==> config.mk <==
export PLATFORM = sky130hd
export DESIGN_NAME = siete_segmentos_mux
export DESIGN_NICKNAME = d
export VERILOG_FILES = /design/src/rtl/siete_segmentos_mux.sv
export SDC_FILE = /design/constraint.sdc
export NUM_CORES = 1
export LEC_CHECK = 0
export ABC_CLOCK_PERIOD_IN_PS = 2900
export CORE_MARGIN = 2
export CORE_UTILIZATION = 25
export DETAILED_ROUTE_END_ITERATION = 16
export GPL_ROUTABILITY_DRIVEN = 0
export SETUP_SLACK_MARGIN = 0.2
export SLEW_MARGIN = 20
export SYNTH_ARGS = -nofsm -noshare
export SYNTH_HDL_FRONTEND = slang
export SYNTH_SLANG_ARGS = --single-unit
==> constraint.sdc <==
create_clock -name clk -period 2.9 [get_ports clk]
set_clock_uncertainty 0.2 [all_clocks]
set_input_delay 0.725 -clock clk [delete_from_list [all_inputs] [get_ports clk]]
set_output_delay 0.725 -clock clk [all_outputs]
set_load 0.005 [all_outputs]
==> src/rtl/siete_segmentos_mux.sv <==
// Time-multiplexed N-digit 7-segment driver: latches a hex word, scans one digit
// per refresh slot with a leading blank window, digit enables and zero suppression.
module siete_segmentos_mux #(
  parameter int N_DIGITOS       = 4,
  parameter int DIV_REFRESCO    = 50000,
  parameter int BLANCO          = 2,
  parameter bit SEG_ACTIVO_BAJO = 1'b1,
  parameter bit AN_ACTIVO_BAJO  = 1'b1,
  localparam int IW = (N_DIGITOS > 1) ? $clog2(N_DIGITOS) : 1
) (
  input  logic                   clk,
  input  logic                   rst,
  input  logic [4*N_DIGITOS-1:0] datos,
  input  logic [N_DIGITOS-1:0]   puntos,
  input  logic [N_DIGITOS-1:0]   habilitar,
  input  logic                   supr_ceros,
  input  logic                   carga,
  output logic [6:0]             seg,
  output logic                   dp,
  output logic [N_DIGITOS-1:0]   an,
  output logic [IW-1:0]          digito_act
);

  localparam int CW = (DIV_REFRESCO > 1) ? $clog2(DIV_REFRESCO) : 1;

  function automatic logic [6:0] decode(input logic [3:0] h);
    case (h)
      4'h0: decode = 7'h3F;  4'h1: decode = 7'h06;
      4'h2: decode = 7'h5B;  4'h3: decode = 7'h4F;
      4'h4: decode = 7'h66;  4'h5: decode = 7'h6D;
      4'h6: decode = 7'h7D;  4'h7: decode = 7'h07;
      4'h8: decode = 7'h7F;  4'h9: decode = 7'h6F;
      4'hA: decode = 7'h77;  4'hB: decode = 7'h7C;
      4'hC: decode = 7'h39;  4'hD: decode = 7'h5E;
      4'hE: decode = 7'h79;  default: decode = 7'h71;
    endcase
  endfunction

  logic [4*N_DIGITOS-1:0] datos_sh_q, datos_disp_q;
  logic [N_DIGITOS-1:0]   puntos_sh_q, puntos_disp_q;
  logic [N_DIGITOS-1:0]   hab_sh_q, hab_disp_q;
  logic [CW-1:0]          cnt_q, cnt_d;
  logic [IW-1:0]          idx_q, idx_d;
  logic [6:0]             seg_q, seg_d;
  logic                   dp_q, dp_d;
  logic [N_DIGITOS-1:0]   an_q, an_d;
  logic [IW-1:0]          dig_q;

  logic [3:0]           nibble;
  logic                 punto, hab, lz, dark, visible;
  logic [N_DIGITOS-1:0] an_act;
  logic [6:0]           seg_act;
  logic                 dp_act;

  // Scan position: slot counter and digit index
  always_comb begin
    cnt_d = cnt_q + CW'(1);
    idx_d = idx_q;
    if (cnt_q == CW'(DIV_REFRESCO - 1)) begin
      cnt_d = '0;
      idx_d = (idx_q == IW'(N_DIGITOS - 1)) ? '0 : idx_q + IW'(1);
    end
  end

  always_comb begin
    nibble = '0;
    punto  = 1'b0;
    hab    = 1'b0;
    an_act = '0;
    lz     = supr_ceros && (idx_q != '0);
    for (int i = 0; i < N_DIGITOS; i++) begin
      if (idx_q == IW'(i)) begin
        nibble    = datos_disp_q[4*i +: 4];
        punto     = puntos_disp_q[i];
        hab       = hab_disp_q[i];
        an_act[i] = 1'b1;
      end
      // Any nonzero nibble at or above the current digit breaks the leading-zero run
      if (IW'(i) >= idx_q && datos_disp_q[4*i +: 4] != 4'h0) lz = 1'b0;
    end
    dark    = !hab || lz;
    visible = (int'(cnt_q) >= BLANCO);
    an_act  = visible ? an_act : '0;
    seg_act = (visible && !dark) ? decode(nibble) : 7'h00;
    dp_act  = visible && !dark && punto;
    seg_d   = SEG_ACTIVO_BAJO ? ~seg_act : seg_act;
    dp_d    = SEG_ACTIVO_BAJO ? ~dp_act  : dp_act;
    an_d    = AN_ACTIVO_BAJO  ? ~an_act  : an_act;
  end

  // Shadow and display copies: a load reaches the outputs two edges after carga
  always_ff @(posedge clk) begin
    if (rst) begin
      datos_sh_q    <= '0;
      puntos_sh_q   <= '0;
      hab_sh_q      <= '0;
      datos_disp_q  <= '0;
      puntos_disp_q <= '0;
      hab_disp_q    <= '0;
    end else begin
      datos_disp_q  <= datos_sh_q;
      puntos_disp_q <= puntos_sh_q;
      hab_disp_q    <= hab_sh_q;
      if (carga) begin
        datos_sh_q  <= datos;
        puntos_sh_q <= puntos;
        hab_sh_q    <= habilitar;
      end
    end
  end

  // Scan state and registered outputs
  always_ff @(posedge clk) begin
    if (rst) begin
      cnt_q <= '0;
      idx_q <= '0;
      seg_q <= SEG_ACTIVO_BAJO ? 7'h7F : 7'h00;
      dp_q  <= SEG_ACTIVO_BAJO;
      an_q  <= AN_ACTIVO_BAJO ? '1 : '0;
      dig_q <= '0;
    end else begin
      cnt_q <= cnt_d;
      idx_q <= idx_d;
      seg_q <= seg_d;
      dp_q  <= dp_d;
      an_q  <= an_d;
      dig_q <= idx_q;
    end
  end

  assign seg        = seg_q;
  assign dp         = dp_q;
  assign an         = an_q;
  assign digito_act = dig_q;

endmodule

; ---- Yosys cells after proc, flatten, opt, wreduce, memory -nomap -nowiden
; Memories as Yosys holds them, arrays and structs flattened.
; Cells that the tools add are included.
[classes]
addsub = 2
multipliers = 0
div = 0
n_lt_le_gt_ge = 5
eq_ne = 4
n_shift = 0
muxes = 23
bitwise_logic = 3
n_reduce_logical = 17
[op_table]
columns = cell, n
row1 = $mux W4, 5
row2 = $add A16 B1 Y16 const B, 1
row3 = $eq A16 B16 Y1 const B, 1
row4 = $ge A16 B2 Y1 const B, 1
row5 = $mux W1, 16
row6 = $reduce_bool A4 Y1, 4
row7 = $logic_and A1 B1 Y1, 7
row8 = $mux W7, 1
row9 = $not A7 Y7, 1
row10 = $eq A2 B2 Y1 const B, 2
row11 = $ge A1 B2 Y1 const A, 2
row12 = $ge A2 B2 Y1 const A, 2
row13 = $not A4 Y4, 1
row14 = $add A2 B1 Y2 const B, 1
row15 = $eq A2 B1 Y1 const B, 1
row16 = $logic_not A1 Y1, 2
row17 = $logic_not A2 Y1, 1
row18 = $mux W2, 1
row19 = $reduce_bool A2 Y1, 1
row20 = $reduce_or A2 Y1, 1
row21 = $logic_or A1 B1 Y1, 1
row22 = $not A1 Y1, 1
[word_totals]
regBits = 80
latchBits = 0
ram_bits = 0
mem_bits_ro = 112
in_bits = 28
out_inout_bits = 14
wordCells = 67
memories = 1
[memory_table]
columns = memory, words, width, read_ports, rd_clocked_by_memory_dff, write_ports, line_no
row1 = (no name shown), 16, 7, 1, 0, 0, 27  ; case (h)

; ---- Longest topological paths before layout
; Gate-level depths: netlist of the first run.
[logic_depth]
word_depth = 11
depth_mapped = 11

; ---- Worst setup path after synthesis of the first run
; Ideal clock, no wire load.
[synth_timing]
path_type = register to register
start = register idx_q[0]
end = register seg_q[3], in the netlist seg[3]
setup_time_ns = 0.122
t_arrival_ns = 2.211
required_ns = 2.578
slack_ns = 0.367
path_stages_with_launch = 11
path_buffers = 0
synth_period_minus_slack_ns = 2.533
path_cell_list = dfxtp_1 -> inv_1 -> ha_1 -> or3b_2 -> o21ai_0 -> a31oi_1 -> inv_1 -> ha_1 -> a21boi_0 -> a211oi_1 -> o21ai_1
[synth_between]
elab_chain_cells = 11
[synth_lines]
columns = item, line_no
row1 = from (decl), 43  ; logic [IW-1:0] idx_q, idx_d;
row2 = from (signal assigned), 123  ; idx_q <= idx_d;
row3 = branches (longest 9 deep; another with $mem_v2 Z16 W7), -
row4 = $mux W7 (*), 84  ; seg_act = (visible && !dark) ? decode(nibble) : 7'h00;
row5 = $not A7 Y7 (*), 86  ; seg_d = SEG_ACTIVO_BAJO ? ~seg_act : seg_act;
row6 = to (signal assigned), 117  ; seg_q <= SEG_ACTIVO_BAJO ? 7'h7F : 7'h00;
row7 = to (signal assigned), 124  ; seg_q <= seg_d;
row8 = to (decl), 44  ; logic [6:0] seg_q, seg_d;
; Mark *: on every way between the ends.
; A chain may end at the register's enable or synchronous reset.

; ---- Worst setup path after layout of the first run
[layout_timing]
start = register idx_q[0]
end = register seg_q[1], in the netlist seg[1]
; Same word-level chain as after synthesis.

==> impl_metrics.env, run 1 <==
export IMPL_outcome="completed"
export IMPL_ys_flop_type="sky130_fd_sc_hd__dfxtp_1"
export IMPL_initial_core_util_pct=25.6
export IMPL_slowest_delay_ps=420
export IMPL_crit_chain="inv_2 > ha_1 > nand2_1 > o21ai_0 > a22oi_1 > inv_1 > ha_1 > a21boi_1 > a21o_1 > o221ai_1"
export IMPL_timing_final_ws_setup_ps=455
export IMPL_num_antenna_cells=0
export IMPL_dr_first_iter_drc_count=90
export IMPL_placed_area_sq_um=3780
export IMPL_synthesized_cell_area_sq_um=3220
export IMPL_detailed_place_hpwl_microns=4890
export IMPL_grtUsageTotal_pct=10.1
export IMPL_critical_path_required_ps=2910
export IMPL_layout_drive_gt1_share_pct=9.07
export IMPL_crit_path_end="seg[1]"
export IMPL_grt_ovfl_total=0
export IMPL_smallest_hold_slack_ps=262
export IMPL_route_vias_total=2333
export IMPL_ant_nets=0
export IMPL_grt_first_pass_wirelength_microns=11100
export IMPL_worst_slew_pin_transition_ps=633
export IMPL_final_setup_tns_ps=0
export IMPL_post_cts_buffers=0
export IMPL_r2r_setup_slack_ps=450
export IMPL_h_tree_depth=3
export IMPL_rsz0062_at_grt="no"
export IMPL_crit_family="compound AO/OA/AOI/OAI gates"
export IMPL_worst_ir_drop_vdd_mv=0.248
export IMPL_postSynthNetCount=372
export IMPL_postSynthAreaPerCell_sq_um=9.71
export IMPL_first_global_vias=2325
export IMPL_nets=413
export IMPL_crit_path_top_delay_cell="sky130_fd_sc_hd__dfxtp_1"
export IMPL_preCtsSetupSlack_ps=270
export IMPL_layout_area_overhead_vs_synth_pct=28.2
export IMPL_stdcell_area_sq_um=4120
export IMPL_r2r_start="idx_q[0]"
export IMPL_max_clock_freq_ghz=0.409
export IMPL_synth_async_sr_flop_share_pct=0
export IMPL_yosysWarningCount=0
export IMPL_wirelength_microns=6670
export IMPL_final_util_pct=32.8
export IMPL_cts_tree="yes"
export IMPL_rows=41
export IMPL_min_period_ps=2450
export IMPL_design_die_area_sq_um=13800
export IMPL_synth_edf_count=0
export IMPL_timing_final_max_slew_violations=0
export IMPL_worstReg2RegEnd="seg[1]"
export IMPL_via_per_inst=4.27
export IMPL_critPathArrivalTime_ps=2450
export IMPL_initial_antenna_violation_count=0
export IMPL_maximum_number_of_pins_on_one_net_before_global_route_repair=33
export IMPL_finalHoldViolCount=0
export IMPL_drt_drc_violations_left=0
export IMPL_chipWidth_microns=117
export IMPL_worst_path_max_fanout=8
export IMPL_p_per_area_nw_per_um2=621
export IMPL_portBuffers=41
export IMPL_cts_inserted_buffers=9
export IMPL_top_level_ports=42
export IMPL_postSynthCellCount=331
export IMPL_hp_class="reg2reg"
export IMPL_cp_startpoint="idx_q[0]"
export IMPL_crit_type="reg2reg"
export IMPL_cts_root_to_sink_buffers=2
export IMPL_period_share_pct=84.3
export IMPL_worst_path_most_repeated_cell="sky130_fd_sc_hd__ha_1"
export IMPL_static_leakage_nw=1.60
export IMPL_drv_cap=0
export IMPL_timing_critical_path_from_type="flip-flop"
export IMPL_r2r_worst_path_cells=10
export IMPL_first_pass_iters=4
export IMPL_post_cts_resized=0
export IMPL_floorplan_die_height_microns=117
export IMPL_drt_wirelength_per_cell_microns=12.2
export IMPL_maxSlewHeadroom_pct=57.4
export IMPL_cts_sinks=80
export IMPL_critical_path_endpoint_type="flip-flop"
export IMPL_ys_types=50
export IMPL_critical_path_depth_in_cells=10
export IMPL_clock_latency_ps=330
export IMPL_core_sq_um=12600
export IMPL_worst_setup_hold_path_clk_slew_ps=60
export IMPL_clock_root_buffer="sky130_fd_sc_hd__clkbuf_16"
export IMPL_report_final_setup_viol=0
export IMPL_postSynthRegisterBits=80
export IMPL_critPathBufInv=2
export IMPL_synth_sequential_area_ratio_pct=49.8
export IMPL_cts_stage_hold_buffer_count=0
-- power breakdown --
group / total, mW / internal [mW] / switching, mW
clock: 1.24 / 0.829 / 0.412
combinational: 0.158 / 0.0855 / 0.0730
sequential: 1.16 / 1.14 / 0.0212
total: 2.56 / 2.05 / 0.506
-- worst min path at each step --
stage | from | depth (start not counted) | end | slack, ps
finish | puntos_sh_q[1] | 1 | puntos_disp_q[1] | 260
detailed placement | puntos_sh_q[1] | 1 | puntos_disp_q[1] | 250
global route | datos_sh_q[1] | 1 | datos_disp_q[1] | 270
floorplan | datos_sh_q[0] | 1 | datos_disp_q[0] | 240
CTS | puntos_sh_q[1] | 1 | puntos_disp_q[1] | 260
global placement | puntos_sh_q[1] | 1 | puntos_disp_q[1] | 260
-- kinds of logic after synthesis --
group / after synthesis / share of synthesized area [%]
multiplexers: 25 / 7.78
adder cells (fa/ha/maj): 13 / 5.06
flip-flops: 80 / 49.8
XOR/XNOR: 14 / 3.81
AO/OA/AOI/OAI: 36 / 8.37
buffers and inverters: 26 / 3.93
AND/OR/NAND/NOR: 137 / 21.2
-- layout make-up --
cell class	instances	area [sq um]
Timing Repair Buffer	45	435
Multi-Input combinational cell	225	1510
Sequential cell	80	1600
Clock buffer	10	229
Tap cell	172	215
Fill cell	1294	8440
Inverter	11	41.3
Clock inverter	4	95.1
-- placed cells by master (no fill, tap or decap), drive strengths merged, types with 2 or more instances in the layout --
cell type / Yosys / final
xor2: 6 / 6
o221ai: 5 / 5
nand2: 25 / 25
nor2b: 24 / 24
nand3: 10 / 10
nor2: 51 / 51
o22ai: 2 / 2
or4: 2 / 2
and3: 3 / 3
nor3: 6 / 6
a211oi: 3 / 3
inv: 11 / 11
o21ai: 4 / 4
o211ai: 2 / 2
ha: 13 / 13
dfxtp: 80 / 80
xnor2: 8 / 8
nand2b: 2 / 2
clkdlybuf4s50: 0 / 40
a21oi: 8 / 8
nand3b: 2 / 2
buf: 6 / 5
clkbuf: 9 / 10
a31oi: 3 / 3
nor4: 6 / 6
mux2i: 25 / 25
bufinv: 0 / 3
nand4: 2 / 2
a21boi: 3 / 3
-- registers in the layout, indices dropped and copies added, names as in the netlist --
signal / cells
datos_sh_q: 16
digito_act: 2
seg: 7
hab_disp_q: 4
puntos_disp_q: 4
puntos_sh_q: 4
cnt_q: 16
an: 4
hab_sh_q: 4
dp: 1
idx_q: 2
datos_disp_q: 16
-- synthesized netlist by cell type (2+ instances only) --
master,instances,area share (%)
sky130_fd_sc_hd__xnor2_1,8,2.2
sky130_fd_sc_hd__a21boi_0,3,0.70
sky130_fd_sc_hd__xor2_1,6,1.6
sky130_fd_sc_hd__nor3_1,6,0.93
sky130_fd_sc_hd__and3_1,2,0.39
sky130_fd_sc_hd__o22ai_1,2,0.39
sky130_fd_sc_hd__dfxtp_1,80,50
sky130_fd_sc_hd__buf_2,5,0.78
sky130_fd_sc_hd__a21oi_1,8,1.2
sky130_fd_sc_hd__ha_1,13,5.1
sky130_fd_sc_hd__mux2i_1,25,7.8
sky130_fd_sc_hd__clkbuf_1,6,0.70
sky130_fd_sc_hd__a211oi_1,3,0.70
sky130_fd_sc_hd__nand3_1,10,1.6
sky130_fd_sc_hd__nor4_1,5,0.97
sky130_fd_sc_hd__a31oi_1,2,0.39
sky130_fd_sc_hd__nand4_1,2,0.39
sky130_fd_sc_hd__inv_1,11,1.3
sky130_fd_sc_hd__o21ai_0,3,0.47
sky130_fd_sc_hd__o221ai_1,5,1.4
sky130_fd_sc_hd__nor2b_1,24,4.7
sky130_fd_sc_hd__nor2_1,50,5.8
sky130_fd_sc_hd__nand3b_1,2,0.47
sky130_fd_sc_hd__nand2_1,24,2.8
-- metal layers --
| layer | track usage (%) | vias to the layer above | routed length [microns] |
|---|---|---|---|
| li1 | - | 1192 | - |
| met1 | 11.6 | 1085 | 3030 |
| met2 | 16.9 | 43 | 3160 |
| met3 | 3.65 | 13 | 347 |
| met4 | 4.44 | 0 | 131 |
| met5 | 0 | - | 0 |
-- through the flow --
step                      cells  total power [mW]
after floorplan             331              1.27
after global placement      533              1.34
after detailed placement    533              1.34
after CTS                   547              2.60
after global routing        547              2.66
final                       547              2.56
Power figures use the tool's default switching activity.
==> inputs of run 2 (changes only) <==
ABC_CLOCK_PERIOD_IN_PS = 2210   (was 2900)
clock period = 2.21 ns   (was 2.9 ns; I/O delays follow)
==> run 2 against run 1 <==
Clock power up 26%. Total power up 29%. Global-route usage up 0.15 points. Cell count up 2.9%. Clock-buffer cell count unchanged. Wire length up 3.2%. Setup slack worse by 440 ps. Flip-flop and latch count unchanged. Sequential power up 31%. First-iteration DRC count down 8.9%. Critical path depth unchanged. Register-to-register slack worse by 440 ps. Critical path type unchanged. Critical endpoint unchanged. Largest cell class is now multi-input combinational cells. Largest power group unchanged.
==> impl_metrics.env, run 2 (synthesis gave the netlist of run 1 again) <==
export IMPL_cts_tree="yes"
export IMPL_critPathArrivalTime_ps=2250
export IMPL_post_place_cells=537
export IMPL_outcome="completed"
export IMPL_portBuffers=41
export IMPL_static_leakage_nw=1.69
export IMPL_cts_sinks=80
export IMPL_worst_setup_hold_path_clk_slew_ps=60
export IMPL_switching_share_pct=22.3
export IMPL_final_util_pct=35.1
export IMPL_hp_class="reg2reg"
export IMPL_first_global_vias=2390
export IMPL_drt_wirelength_per_cell_microns=12.2
export IMPL_num_antenna_cells=0
export IMPL_largest_registers="cnt_q (16), datos_disp_q (16), datos_sh_q (16)"
export IMPL_internal_power_mw=2.57
export IMPL_worst_path_most_repeated_cell="sky130_fd_sc_hd__ha_4"
export IMPL_p_per_area_nw_per_um2=751
export IMPL_slowest_delay_ps=390
export IMPL_max_clock_freq_ghz=0.456
export IMPL_worst_ir_drop_vdd_mv=0.356
export IMPL_cts_inserted_buffers=9
export IMPL_detailed_place_hpwl_microns=4920
export IMPL_share_seq_of_total_power_pct=45.9
export IMPL_design_die_area_sq_um=13800
export IMPL_dr_first_iter_drc_count=82
export IMPL_crit_type="reg2reg"
export IMPL_wirelength_microns=6890
export IMPL_rows=41
export IMPL_post_layout_nonfiller_instances=563
export IMPL_grtUsageTotal_pct=10.3
export IMPL_layout_drive_gt1_share_pct=19.4
export IMPL_grt_first_pass_wirelength_microns=11500
export IMPL_final_cell_mix="78 x sky130_fd_sc_hd__dfxtp_1, 50 x sky130_fd_sc_hd__nor2_1, 40 x sky130_fd_sc_hd__clkdlybuf4s50_1"
export IMPL_crit_chain="inv_6 > ha_4 > or3b_4 > o21ai_4 > a31oi_4 > inv_2 > ha_4 > a21boi_4 > a21o_1 > o221ai_1"
export IMPL_timing_final_ws_setup_ps=15.4
export IMPL_floorplan_die_height_microns=117
export IMPL_initial_core_util_pct=25.6
export IMPL_nets=427
export IMPL_maximum_number_of_pins_on_one_net_before_global_route_repair=33
export IMPL_most_common_cell_after_layout_fill_and_taps_aside="sky130_fd_sc_hd__dfxtp_1"
export IMPL_worst_slew_pin_transition_ps=389
export IMPL_drt_drc_violations_left=0
export IMPL_timing_critical_path_from_type="flip-flop"
export IMPL_crit_path_top_delay_cell="sky130_fd_sc_hd__or3b_4"
export IMPL_maxSlewHeadroom_pct=73.9
export IMPL_grt_ovfl_total=0
export IMPL_timing_final_max_slew_violations=0
export IMPL_clock_power_share_pct=47.2
export IMPL_critical_path_required_ps=2260
export IMPL_min_period_ps=2190
export IMPL_top_level_ports=42
export IMPL_chipWidth_microns=117
export IMPL_cts_root_to_sink_buffers=2
export IMPL_critical_path_endpoint_type="flip-flop"
export IMPL_rsz0062_at_grt="yes"
export IMPL_combinational_group_share_of_total_power_pct=6.9
export IMPL_worst_path_max_fanout=5
export IMPL_clock_latency_ps=330
export IMPL_layout_area_overhead_vs_synth_pct=37.2
export IMPL_first_pass_iters=4
export IMPL_route_vias_total=2347
export IMPL_cts_stage_hold_buffer_count=0
export IMPL_ant_nets=0
export IMPL_report_final_setup_viol=0
export IMPL_drv_cap=0
export IMPL_initial_antenna_violation_count=0
export IMPL_core_sq_um=12600
export IMPL_clock_root_buffer="sky130_fd_sc_hd__clkbuf_16"
export IMPL_h_tree_depth=3
export IMPL_via_per_inst=4.17
export IMPL_power_switching_uw=740
export IMPL_period_share_pct=99.3
export IMPL_preCtsSetupSlack_ps=-40.5
export IMPL_finalHoldViolCount=0
run 2: cell count changes in the layout (fill, tap and decap cells not counted), moves of 3 or more:
cell,change
sky130_fd_sc_hd__a21oi_1,-3
sky130_fd_sc_hd__a21oi_2,+3
sky130_fd_sc_hd__buf_4,+13
sky130_fd_sc_hd__ha_1,-6
sky130_fd_sc_hd__ha_4,+4
sky130_fd_sc_hd__inv_1,-4
sky130_fd_sc_hd__inv_6,+4
run 2: cell type report:
| class | instances | area (sq um) |
|---|---|---|
| clock inverters | 6 | 71.3 |
| fillers | 1289 | 8160 |
| repair buffers | 59 | 553 |
| multi-input cells | 225 | 1660 |
| inverters | 11 | 48.8 |
| well taps | 172 | 215 |
| flip-flops and latches | 80 | 1610 |
| clock buffers | 10 | 250 |
run 2: per-layer routing:
metal	part of all wire (%)	track usage [%]	wire [microns]
met5	0	0	0
met3	3.9	3.60	267
met2	47	16.5	3210
met1	48	12.9	3330
met4	1.1	3.09	74
run 2: power groups by stage:
stage / clock [mW] / sequential, mW / combinational (mW)
6_report: 1.56 / 1.52 / 0.229
3_5_place_dp: 0 / 1.55 / 0.214
4_1_cts: 1.60 / 1.52 / 0.225
2_1_floorplan: 0 / 1.54 / 0.133
3_3_place_gp: 0 / 1.55 / 0.212
5_1_grt: 1.67 / 1.52 / 0.252
run 2: final timing paths:
path | start | to | slack [ps] | cells past startpoint
worst max-delay path | idx_q[0] | seg[1] | 20 | 10
worst min-delay path | hab_sh_q[0] | hab_disp_q[0] | 260 | 1
worst max register to register | idx_q[0] | seg[1] | 20 | 10
worst min register to register | hab_sh_q[0] | hab_disp_q[0] | 260 | 1
run 2: critical path: cells and delay by family (launching register included):
family	cells	cell delay, ps
simple gates	1	390
fa+ha+maj	2	360
compound gates	5	570
flops	1	380
buf+inv	2	200
run 2: what timing repair did:
action	in CTS	in global routing
buffers inserted	5	5
gates resized for setup	10	13
pin swaps	2	6
endpoints found under the setup margin	7	22
run 2: through the flow:
stage	total power [mW]	instance area (sq um)	hold WS (ps)	TNS, ps
floorplan	1.67	3340	237	0
finish	3.31	4410	263	0
CTS	3.35	4330	267	0
global route	3.45	4410	267	-345
detailed placement	1.77	3920	260	-65.2
global placement	1.76	3920	256	0
==> inputs of run 3 (changes only) <==
CORE_UTILIZATION = 40   (was 25)
==> run 3 against run 2 <==
Total power fell by 19%. Sequential power barely moved. Combinational power rose by 5%. Hold slack improved by 2.0 ps.
==> impl_metrics.env, run 3 (synthesis gave the netlist of run 1 again) <==
export IMPL_outcome="completed"
export IMPL_report_final_setup_viol=0
export IMPL_drv_cap=0
export IMPL_core_sq_um=7770
export IMPL_clock_root_buffer="sky130_fd_sc_hd__clkbuf_8"
export IMPL_static_leakage_nw=1.67
export IMPL_top_level_ports=42
export IMPL_maximum_number_of_pins_on_one_net_before_global_route_repair=33
export IMPL_ant_nets=0
export IMPL_layout_area_overhead_vs_synth_pct=33.0
export IMPL_r2r_worst_path_cells=10
export IMPL_cts_inserted_buffers=9
export IMPL_cts_stage_hold_buffer_count=0
export IMPL_post_layout_nonfiller_instances=500
export IMPL_num_antenna_cells=0
export IMPL_dr_first_iter_drc_count=111
export IMPL_drt_wirelength_per_cell_microns=13.4
export IMPL_drt_drc_violations_left=0
export IMPL_rows=32
export IMPL_grtUsageMet3_pct=5.22
export IMPL_post_place_cells=468
export IMPL_maxSlewHeadroom_pct=74.4
export IMPL_hp_class="reg2reg"
export IMPL_largest_registers="cnt_q (16), datos_disp_q (16), datos_sh_q (16)"
export IMPL_first_global_vias=2313
export IMPL_global_route_usage_met1_pct=20.9
export IMPL_cts_root_to_sink_buffers=2
export IMPL_critical_path_endpoint_type="flip-flop"
export IMPL_chipWidth_microns=93.7
export IMPL_worst_path_max_fanout=5
export IMPL_timing_critical_path_from_type="flip-flop"
export IMPL_p_per_area_nw_per_um2=624
export IMPL_fillers=736
export IMPL_grt_first_pass_wirelength_microns=11000
export IMPL_design_die_area_sq_um=8770
export IMPL_route_vias_total=2423
export IMPL_worst_ir_drop_vdd_mv=0.328
export IMPL_cts_tree="yes"
export IMPL_min_period_ps=2180
export IMPL_finalHoldViolCount=0
export IMPL_critPathArrivalTime_ps=2200
export IMPL_detailed_place_hpwl_microns=4490
export IMPL_portBuffers=41
export IMPL_worst_slew_pin_transition_ps=381
export IMPL_gr_max_usage_layer="met2"
export IMPL_smallest_hold_slack_ps=265
export IMPL_via_per_inst=4.85
export IMPL_wirelength_microns=6680
export IMPL_grtUsageTotal_pct=16.0
export IMPL_initial_antenna_violation_count=0
export IMPL_crit_type="reg2reg"
export IMPL_clock_latency_ps=340
export IMPL_first_pass_iters=4
export IMPL_initial_core_util_pct=41.4
export IMPL_period_share_pct=98.5
export IMPL_global_routing_usage_on_met2_pct=25.5
export IMPL_timing_final_max_slew_violations=0
export IMPL_whs_path_depth=1
export IMPL_rsz0062_at_grt="yes"
export IMPL_nets=435
export IMPL_final_cell_mix="76 x sky130_fd_sc_hd__dfxtp_1, 42 x sky130_fd_sc_hd__nor2_1, 40 x sky130_fd_sc_hd__clkdlybuf4s50_1"
export IMPL_most_common_cell_after_layout_fill_and_taps_aside="sky130_fd_sc_hd__dfxtp_1"
export IMPL_grt_ovfl_total=0
export IMPL_layout_drive_gt1_share_pct=22.9
export IMPL_max_clock_freq_ghz=0.459
export IMPL_worst_setup_hold_path_clk_slew_ps=80
export IMPL_h_tree_depth=3
export IMPL_floorplan_die_height_microns=93.7
export IMPL_cts_sinks=80
export IMPL_critical_path_required_ps=2230
run 3: what timing repair did:
| item | in CTS | in global routing |
|---|---|---|
| gates cloned | 0 | 0 |
| resized for setup | 16 | 21 |
| setup buffers | 9 | 8 |
| endpoints found under the setup margin | 7 | 23 |
| pin swaps | 6 | 18 |
run 3: routing by layer:
metal  wire (microns)  part of all wire (%)  up-vias
met2             3230                    48       58
met3              311                   4.7        8
li1                 -                     -     1242
met5                0                     0        -
met1             3050                    46     1115
met4               91                   1.4        0
run 3: power breakdown:
part	total (mW)	internal (mW)	switching, mW
sequential	1.52	1.49	0.0284
clock	0.912	0.402	0.509
combinational	0.241	0.134	0.107
total	2.67	2.03	0.645
run 3: critical path, cell delays in order (launching register included):
cell	delay, ps
sky130_fd_sc_hd__dfxtp_4	410
sky130_fd_sc_hd__inv_4	50
sky130_fd_sc_hd__ha_4	170
sky130_fd_sc_hd__or3b_4	240
sky130_fd_sc_hd__o21ai_4	60
sky130_fd_sc_hd__a31oi_4	200
sky130_fd_sc_hd__inv_2	90
sky130_fd_sc_hd__ha_4	260
sky130_fd_sc_hd__a21boi_4	180
sky130_fd_sc_hd__a21o_1	110
sky130_fd_sc_hd__o221ai_2	80
run 3: worst paths after layout:
kind                       start               end  slack, ps
setup / recovery        idx_q[0]            seg[1]         30
hold / removal    datos_sh_q[15]  datos_disp_q[15]        260
hold reg to reg   datos_sh_q[15]  datos_disp_q[15]        260
setup reg to reg        idx_q[0]            seg[1]         30
run 3: stage by stage:
stage               TNS, ps  util, %  setup WS [ps]  instance area (sq um)  total power [mW]
finish                    0     55.1           32.5                   4280              2.67
global route           -176     55.1          -87.2                   4280              2.79
CTS                       0     53.3           34.6                   4140              2.69
detailed placement    -27.9     49.5          -12.1                   3840              1.77
global placement          0     49.5           31.1                   3840              1.76
floorplan                 0        -           48.9                   3340              1.67
run 3: area by class of cell:
cell class	count	area (sq um)	share of cell area [%]
Sequential cell	80	1610	37.7
Multi-Input combinational cell	225	1710	40.0
Clock buffer	10	128	2.98
Tap cell	102	128	2.98
Timing Repair Buffer	67	621	14.5
Inverter	11	46.3	1.08
Clock inverter	5	32.5	0.760
